==> src/rtl/i2s_pkg.sv <==
// Shared constants for the I2S receive / transmit datapath.
// Channel count, word and index widths, and the arbiter FSM encoding.
package i2s_pkg;

    localparam int I2S_CH_NUM = 16;
    localparam int I2S_DATA_W = 32;
    localparam int I2S_IDX_W  = 4;

    localparam logic [0:0] ST_IDLE  = 1'b0;
    localparam logic [0:0] ST_BURST = 1'b1;

endpackage

==> src/rtl/rr_priority_pick.sv <==
// Combinational round-robin picker: returns the first requester strictly after
// last_grant, searching upward and wrapping modulo N.
module rr_priority_pick
    import i2s_pkg::*;
#(
    parameter int N     = I2S_CH_NUM,
    parameter int IDX_W = I2S_IDX_W
) (
    input  logic [N-1:0]     req,
    input  logic [IDX_W-1:0] last_grant,
    output logic             found,
    output logic [IDX_W-1:0] idx
);

    int               pos;
    logic [IDX_W-1:0] pos_idx;

    // Scan from farthest to nearest so the nearest requester is assigned last and wins.
    always_comb begin
        found   = 1'b0;
        idx     = '0;
        pos     = 0;
        pos_idx = '0;
        for (int k = N; k >= 1; k--) begin
            pos     = (int'(last_grant) + k) % N;
            pos_idx = IDX_W'(pos);
            if (req[pos_idx]) begin
                found = 1'b1;
                idx   = pos_idx;
            end
        end
    end

endmodule

==> src/rtl/i2s_rx_arbiter.sv <==
// Frame-granular round-robin merge of the per-channel I2S receive streams into one
// tagged AXI-Stream, with a beat-count guard that force-terminates runaway frames.
module i2s_rx_arbiter
    import i2s_pkg::*;
#(
    parameter int CH_NUM    = I2S_CH_NUM,
    parameter int DATA_W    = I2S_DATA_W,
    parameter int MAX_BEATS = 32
) (
    input  logic                     clk,
    input  logic                     rst,
    input  logic [CH_NUM-1:0]        s_axis_tvalid,
    output logic [CH_NUM-1:0]        s_axis_tready,
    input  logic [CH_NUM*DATA_W-1:0] s_axis_tdata,
    input  logic [CH_NUM-1:0]        s_axis_tlast,
    output logic                     m_axis_tvalid,
    input  logic                     m_axis_tready,
    output logic [DATA_W-1:0]        m_axis_tdata,
    output logic                     m_axis_tlast,
    output logic [3:0]               m_axis_tid,
    output logic [3:0]               m_axis_tdest,
    input  logic [CH_NUM-1:0]        i_enable,
    input  logic [4*CH_NUM-1:0]      i_dst_fpga_index,
    output logic [15:0]              o_overrun_count
);

    localparam int                     CNT_W     = 9;
    localparam logic [CNT_W-1:0]       LAST_BEAT = CNT_W'(MAX_BEATS - 1);
    localparam logic [I2S_IDX_W-1:0]   LAST_CH   = I2S_IDX_W'(CH_NUM - 1);

    logic [0:0]           state_q, state_d;
    logic [I2S_IDX_W-1:0] grant_q, grant_d;
    logic [I2S_IDX_W-1:0] last_grant_q, last_grant_d;
    logic [3:0]           tdest_q, tdest_d;
    logic [CNT_W-1:0]     beat_cnt_q, beat_cnt_d;
    logic                 m_valid_q, m_valid_d;
    logic [DATA_W-1:0]    m_data_q, m_data_d;
    logic                 m_last_q, m_last_d;
    logic [3:0]           m_tid_q, m_tid_d;
    logic [3:0]           m_tdest_q, m_tdest_d;
    logic [15:0]          overrun_q, overrun_d;

    logic [CH_NUM-1:0]    cand;
    logic                 pick_found;
    logic [I2S_IDX_W-1:0] pick_idx;
    logic                 src_ready;
    logic                 accept;
    logic [DATA_W-1:0]    sel_data;
    logic                 sel_last;
    logic                 beat_last;

    rr_priority_pick #(
        .N     (CH_NUM),
        .IDX_W (I2S_IDX_W)
    ) u_pick (
        .req        (cand),
        .last_grant (last_grant_q),
        .found      (pick_found),
        .idx        (pick_idx)
    );

    // Ready is masked during reset so a source never sees a handshake that gets discarded.
    always_comb begin
        cand      = i_enable & s_axis_tvalid;
        src_ready = (state_q == ST_BURST) && (!m_valid_q || m_axis_tready) && !rst;
        accept    = src_ready && s_axis_tvalid[grant_q];
        sel_data  = s_axis_tdata[int'(grant_q)*DATA_W +: DATA_W];
        sel_last  = s_axis_tlast[grant_q];
        beat_last = sel_last || (beat_cnt_q == LAST_BEAT);
        s_axis_tready           = '0;
        s_axis_tready[grant_q]  = src_ready;
    end

    always_comb begin
        state_d      = state_q;
        grant_d      = grant_q;
        last_grant_d = last_grant_q;
        tdest_d      = tdest_q;
        beat_cnt_d   = beat_cnt_q;
        m_valid_d    = m_valid_q;
        m_data_d     = m_data_q;
        m_last_d     = m_last_q;
        m_tid_d      = m_tid_q;
        m_tdest_d    = m_tdest_q;
        overrun_d    = overrun_q;

        if (m_valid_q && m_axis_tready) begin
            m_valid_d = 1'b0;
        end

        if (state_q == ST_IDLE) begin
            if (pick_found) begin
                grant_d    = pick_idx;
                tdest_d    = i_dst_fpga_index[int'(pick_idx)*4 +: 4];
                beat_cnt_d = '0;
                state_d    = ST_BURST;
            end
        end else if (accept) begin
            m_valid_d  = 1'b1;
            m_data_d   = sel_data;
            m_last_d   = beat_last;
            m_tid_d    = grant_q;
            m_tdest_d  = tdest_q;
            beat_cnt_d = beat_cnt_q + 1'b1;
            // A guard-forced end leaves the tail of the source frame for the next grant.
            if (beat_last) begin
                state_d      = ST_IDLE;
                last_grant_d = grant_q;
                if (!sel_last && overrun_q != 16'hFFFF) begin
                    overrun_d = overrun_q + 16'd1;
                end
            end
        end
    end

    always_ff @(posedge clk) begin
        if (rst) begin
            state_q      <= ST_IDLE;
            grant_q      <= '0;
            last_grant_q <= LAST_CH;
            tdest_q      <= '0;
            beat_cnt_q   <= '0;
            m_valid_q    <= 1'b0;
            m_data_q     <= '0;
            m_last_q     <= 1'b0;
            m_tid_q      <= '0;
            m_tdest_q    <= '0;
            overrun_q    <= '0;
        end else begin
            state_q      <= state_d;
            grant_q      <= grant_d;
            last_grant_q <= last_grant_d;
            tdest_q      <= tdest_d;
            beat_cnt_q   <= beat_cnt_d;
            m_valid_q    <= m_valid_d;
            m_data_q     <= m_data_d;
            m_last_q     <= m_last_d;
            m_tid_q      <= m_tid_d;
            m_tdest_q    <= m_tdest_d;
            overrun_q    <= overrun_d;
        end
    end

    assign m_axis_tvalid   = m_valid_q;
    assign m_axis_tdata    = m_data_q;
    assign m_axis_tlast    = m_last_q;
    assign m_axis_tid      = m_tid_q;
    assign m_axis_tdest    = m_tdest_q;
    assign o_overrun_count = overrun_q;

endmodule

==> config.mk <==
export PLATFORM = sky130hd
export DESIGN_NAME = i2s_rx_arbiter
export DESIGN_NICKNAME = d
export VERILOG_FILES = /design/src/rtl/i2s_pkg.sv /design/src/rtl/rr_priority_pick.sv /design/src/rtl/i2s_rx_arbiter.sv
export SDC_FILE = /design/constraint.sdc
export NUM_CORES = 1
export LEC_CHECK = 0
export ABC_AREA = 1
export BUFFER_PORTS_ARGS = -buffer_cell sky130_fd_sc_hd__buf_2
export CAP_MARGIN = 5
export CORE_AREA = 2 2 272 274
export DETAILED_ROUTE_END_ITERATION = 16
export DIE_AREA = 0 0 274 276
export PLACE_DENSITY = 0.45
export SLEW_MARGIN = 20
export SYNTH_ARGS = -nofsm -noshare
export SYNTH_HDL_FRONTEND = slang
export SYNTH_SLANG_ARGS = --single-unit
==> constraint.sdc <==
create_clock -name clk -period 9.3 [get_ports clk]
set_input_delay 0.465 -clock clk [delete_from_list [all_inputs] [get_ports clk]]
set_output_delay 0.465 -clock clk [all_outputs]
set_load 0.005 [all_outputs]
Word-level counts from Yosys, hierarchy flattened:

Index checks and enable logic that the tools add are counted.

* add/subtract/negate cells: 18
* $lt $le $gt $ge: 18
* equality and inequality tests: 3
* shift-type cells: 2
* multiplexer cells: 80
* bitwise gates (word level): 3
* reductions and logical operators: 17

Operators by type and width (count)
* 512-bit by 10-bit variable part select with 32-bit output: 1
* 4-bit by 5-bit < comparator with 1-bit output, second input constant: 17
* 1-bit binary-select mux with 4-bit select: 18
* 4-bit 2-to-1 mux: 16
* 64-bit by 7-bit variable part select with 4-bit output: 1
* 1-bit 2-to-1 mux: 42
* 4-bit adder, second input constant: 8
* 16-bit bitwise AND: 2
* 9-bit 2-to-1 mux: 3
* 16-bit by 1-bit adder with 16-bit output, second input constant: 1
* 4-bit by 3-bit adder with 4-bit output, second input constant: 4
* 16-bit inequality test, second input constant: 1
* 9-bit by 1-bit adder with 9-bit output, second input constant: 1
* 9-bit by 5-bit == test with 1-bit output, second input constant: 1
* 4-bit by 1-bit adder with 4-bit output, second input constant: 2
* 4-bit by 2-bit adder with 4-bit output, second input constant: 2
* 1-bit logical AND: 6
* 2-bit AND reduction: 3
* 1-bit demux with 4-bit select: 1
* 4-bit by 1-bit >= comparator with 1-bit output, second input constant: 1
* 4-bit AND reduction: 1
* 1-bit zero test: 3
* 3-bit AND reduction: 1
* 1-bit logical OR: 2
* other kinds (3): 3

* bits in registers: 80
* output and inout port bits: 74
* logic and storage cells: 152

Depth between registers and ports, before layout:

* depth after elaboration: 21
* mapped depth: 34
* mapped depth without buffers: 31

Hierarchy:

From an unflattened synthesis, not the netlist that was laid out.

* cells, all modules: 1634
* area total of the unflattened synthesis: 9535.4 sq um

By module, submodules not included
* i2s_rx_arbiter: times used 1, cells an instance 1279, area each 7733.7 sq um
* rr_priority_pick: times used 1, cells an instance 355, area each 1801.7 sq um

Least setup slack after synthesis:

Ideal clock, no wire load.

* kind: reg2reg
* start point: reg last_grant_q[0]
* end point: reg tdest_q[2]
* arrival: 3186 ps
* required time: 9178 ps
* slack: 5993 ps
* stages on the path, launching flop included: 35
* period minus slack after synthesis: 3307 ps
* cells stage by stage: dfxtp_1 inv_2 buf_2 clkbuf_1 ha_1 inv_1 buf_2 nand3_1 nand3_1 nand3_2 nand2_2 inv_2 nand2_2 nand2_1 nand2_1 nand2_1 nand2_1 nand2_1 nand2_1 nand3_1 nand2_1 nand2_1 nand2_1 nand2_1 nand2_1 nand2_2 nand2_4 nand2_4 buf_6 nand2_1 nand3_1 nand3_1 nand3_1 nand2_1 a21oi_1

* longest elaborated chain between the ends: 20

RTL lines
* from (decl): line i2s_rx_arbiter.sv:33 `logic [I2S_IDX_W-1:0] last_grant_q, last_grant_d;`
* from (signal assigned): line i2s_rx_arbiter.sv:132 `last_grant_q <= last_grant_d;`
* 4-bit by 1-bit adder with 4-bit output: line rr_priority_pick.sv:25 `pos = (int'(last_grant) + k) % N;`
* 1-bit binary-select mux with 4-bit select: line rr_priority_pick.sv:27 `if (req[pos_idx]) begin`
* 1-bit 2-to-1 mux (implied by the code): line rr_priority_pick.sv:27
* 4-bit 2-to-1 mux / 1-bit 2-to-1 mux (equally long branches) (16 in series): line rr_priority_pick.sv:27
* 64-bit by 7-bit variable part select with 4-bit output / 2-bit AND reduction (equally long branches)
* to (signal assigned): line i2s_rx_arbiter.sv:133 `tdest_q <= tdest_d;`
* to (decl): line i2s_rx_arbiter.sv:34 `logic [3:0] tdest_q, tdest_d;`

Parallel ways exist; a longest one is shown, timed or not. The select of a mux whose other input is x is not followed.
A chain may end at the register's enable or synchronous reset.

Final worst setup path:

* start point: reg last_grant_q[0]
* end point: reg tdest_q[3]

The elaborated chain is that of the path after synthesis.

==> impl.org <==
** Critical path
- For this run, the slowest stage of the critical path takes 0.84 ns.
- Of all nets on the critical path, the largest fanout is 33.
- STA classifies the critical path endpoint as a register.
- Cell mode on critical path :: nand2_1
- Crit-path slowest cell :: dfxtp_1
- Setup slack of the worst register-to-register path :: roughly 4.2 ns
- Ordered cell list for the critical path :: inv_2 -> ha_1 -> inv_1 -> nand3_1 -> and2_1 -> o21ai_0 -> nand2_1 -> nand2_1 -> nand2_1 -> nand2_4 -> nand2_1 -> nand3_1 -> nand3_1 -> nand3_1 -> nand2_1 -> a21oi_1
- STA classifies the critical path startpoint as a register.
- Required arrival time at the worst endpoint :: 9.61 ns
- Crit Path Category :: reg2reg
- Arrival time at the worst endpoint :: 5.39 ns

** Clock tree
- Root Buffer Master :: clkbuf_16
- Max Buffers Root-to-Sink :: 2
- Clock insertion delay at the later pin of the skew report :: slightly below 0.4 ns
- Buffers inserted during clock tree synthesis total 9.
- The tree built by TritonCTS fans out to 80 sinks.
- Clock-pin slew of the registers on the worst-case setup and hold paths :: 0.07 ns
- Gates resized during post-CTS repair numbered 0.
- In this run, post-CTS hold repair placed 0 buffers.
- Post-CTS Setup Bufs :: 0
- TritonCTS built the clock tree.
- Maximum level of the CTS H-tree :: 3

** Place
- Detailed placement finished with a half-perimeter wire length of 62310 um.
- Placer's final routability congestion estimate :: 0.9144
- Input and output buffers added on the ports amount to 700.
- Setup WS pre-CTS :: ~4.2 ns

** Yosys
- Counting flops with an async set or reset pin after synthesis yields a share of 0%.
- Dominant register cell in the synthesized netlist :: dfxtp_1
- Sorting the synthesized cells by area gives the leading types as nand3_1, dfxtp_1, a22oi_1, a31oi_1, nand2_1.
- Of the post-synthesis cell area, the dominant cell type holds 24.18%.
- The netlist uses between 40 and 50 different library cells.
- Cell type with the largest total area after synthesis :: nand3_1
- The mapped netlist covers between 9000 and 10000 um^2.
- Counting every net in the synthesized netlist gives 2210.
- Synthesis inferred 80 register bits.
- Gate Count Post-Synth :: roughly 1600
- After synthesis, the mean cell area works out to roughly 6.0 um^2.
- Top cells by count, synth :: nand3_1, nand2_1, a22oi_1
- Counting flops with a built-in enable in the synthesized netlist gives 0.
- Yosys printed 0 warnings.
- Leading cell type by number of instances after synthesis :: nand3_1
- Seq/Total Area, Yosys :: roughly 17%

** Routing
- Remaining antenna violation count after routing :: 0
- DRC marker count from the first detailed-route iteration :: roughly 1100
- Drt via density :: between 4 and 5
- Number of vias after detailed routing :: approximately 15000
- Remaining routing DRC violations :: 0
- In the final routed layout, each cell accounts on average for about 24 um.
- Drt pass-1 iters :: 5
- Final WL :: about 76000 um

** Global routing
- The first global-routing pass estimated 104300 um of wire.
- Entering global routing, the biggest net connects 125 pins.
- The number of antenna violations at the first check in global routing came to ~60.
- Number of global-route vias before repair :: between 10000 and 15000
- Global routing consumed, over all layers together, about 19% of the routing resources.
- The total overflow left after global routing is 0.

** Timing
- The number of slew-limit violations in the final report was 0.
- The final critical path takes up between 50% and 60% of the cycle.
- At the pin with the least slew margin, the transition time is 1.057 ns.
- Unrepaired setup endpoints after global routing :: no
- Final worst-path setup slack :: 4.218 ns
- Setup violations remaining at the end of the flow were counted as 0.
- For the final routed database, the setup TNS stands at 0 ns.
- The final count of hold timing violations was 0.
- Final min period :: a little over 5 ns
- Headroom to the max-slew limit came out at 28.78%.
- For this run, the top clock speed supported by timing is 196.8 MHz.
- Setup skew after layout :: between 0.01 and 0.015 ns

** Floorplan
- In this run the vertical extent of the chip is around 280 um.
- Core footprint :: ~73000 um^2
- Placement row count :: 99
- During I/O placement, the number of pins put on the boundary was 701.
- Initial cell density of the core :: 13.03%
- The die covers around 76000 um^2.
- Chip width :: 274 um

** Power
- Power density cells :: ~280 nW/um^2
- The worst-case IR drop observed on VDD is roughly 0.00016 V.
- Design internal power :: ~1.6 mW
- Portion of total power attributed to the clock network :: approximately a tenth
- In this run the static leakage power is 6.188 nW.
- For this design the total switching power over the nets is around 2.4 mW.
- Combinational logic burns between 70 and 80% of the power.
- Of the total power, the share spent switching nets is 60.41%.
- In this run, flip-flops and latches consume around an eighth of the power.

** Min path
- Class of the tightest hold or removal check :: in2reg

** Cells and area
- Signed area change from the synthesized netlist to the final layout :: 48.82%
- After the last flow step, the layout net total stands at ~2800.
- Of the cells placed in the final design, the portion with a size suffix greater than 1 is between 30 and 40%.

** Run status
- The flow ran to the end, and the final reports show no timing, DRC or antenna violations.

** Run
- Maxcap violations :: 0
==> final timing paths <==
check | from | to | cells past startpoint
setup reg to reg | last_grant_q[0]$_SDFFE_PP1P_ | tdest_q[3]$_SDFFE_PP0P_ | 16
setup / recovery | last_grant_q[0]$_SDFFE_PP1P_ | tdest_q[3]$_SDFFE_PP0P_ | 16
hold / removal | m_axis_tready | m_axis_tvalid$_SDFF_PP0_ | 4
hold reg to reg | beat_cnt_q[8]$_SDFFE_PP0P_ | beat_cnt_q[8]$_SDFFE_PP0P_ | 1
==> sequential cells by signal, summed over array words and instances (netlist names) <==
signal           flops
last_grant_q         4
beat_cnt_q           9
m_axis_tdest         4
m_axis_tvalid        1
m_axis_tdata        32
o_overrun_count     16
m_axis_tid           4
grant_q              4
m_axis_tlast         1
tdest_q              4
state_q              1
==> cells by family (layout without fill, tap and decap cells) <==
logic type	count (synthesis)	count (layout)	synth area share [%]
buf+inv	226	816	10.00
flops	80	80	16.93
xor+xnor	11	11	1.574
simple gates	800	800	40.64
other cells	0	21	0
compound gates	448	448	29.67
fa+ha+maj	9	9	1.190
==> placed cells by master, fill, tap and decap left out, types with 3 or more instances in the layout <==
cell type / n
a22oi_1: 136
o21ai_1: 3
nand2_4: 3
diode_2: 21
nor3_1: 15
inv_2: 17
nand3_1: 457
inv_1: 63
nand2_1: 207
xor2_1: 6
dfxtp_1: 78
clkbuf_16: 9
ha_1: 9
buf_2: 700
buf_4: 15
nand4_1: 5
a31oi_1: 131
a21oi_1: 100
nand3_2: 7
o21ai_0: 64
nand2_2: 17
nor2_1: 41
o21a_1: 3
nor4_1: 41
==> final cells by class <==
| type | count | area, um^2 |
|---|---|---|
| fill | 8513 | 58510 |
| multi-input combinational | 1268 | 6927 |
| timing repair buffer | 717 | 3656 |
| sequential | 80 | 1609 |
| tap | 959 | 1200 |
| inverter | 83 | 319.1 |
| clock buffer | 11 | 252.7 |
| clock inverter | 5 | 61.31 |
| antenna | 21 | 52.55 |
==> worst max-delay path, delay by kind of cell, from the launching register on <==
kind / cells / cell delay, ns
buffers and inverters: 2 / 0.86
AOI/OAI and AO/OA: 2 / 0.37
adders and majority gates: 1 / 0.58
and+or+nand+nor: 11 / 2.33
DFF: 1 / 0.84
==> power by group through the flow <==
stage	clock (mW)	combinational, mW	sequential, mW
after floorplan	0	2.16	0.454
after global placement	0	3.12	0.497
after detailed placement	0	3.10	0.498
after CTS	0.443	3.11	0.491
after global routing	0.450	3.43	0.503
final	0.417	3.09	0.491
==> metrics by stage <==
stage	area, um^2	hold slack (ns)	util [%]	power, mW	cells
after floorplan	9459	0.4209	-	2.618	1574
after global placement	13710	0.4587	18.89	3.614	3107
after detailed placement	13710	0.4483	18.89	3.597	3107
after CTS	14020	0.3590	19.32	4.040	3123
after global routing	14060	0.4096	19.37	4.384	3137
final	14080	0.3851	19.39	3.998	3144
==> routing by layer <==
| layer | GRT usage, % | wire [um] | vias up | part of all wire, % |
|---|---|---|---|---|
| li1 | - | - | 7022 | - |
| met1 | 21.75 | 28480 | 6962 | 38 |
| met2 | 34.12 | 38090 | 703 | 50 |
| met3 | 3.804 | 5328 | 156 | 7.0 |
| met4 | 9.643 | 3630 | 10 | 4.8 |
| met5 | 0 | 60 | - | 0.079 |
Note: power is estimated with default switching activity, not from simulation.
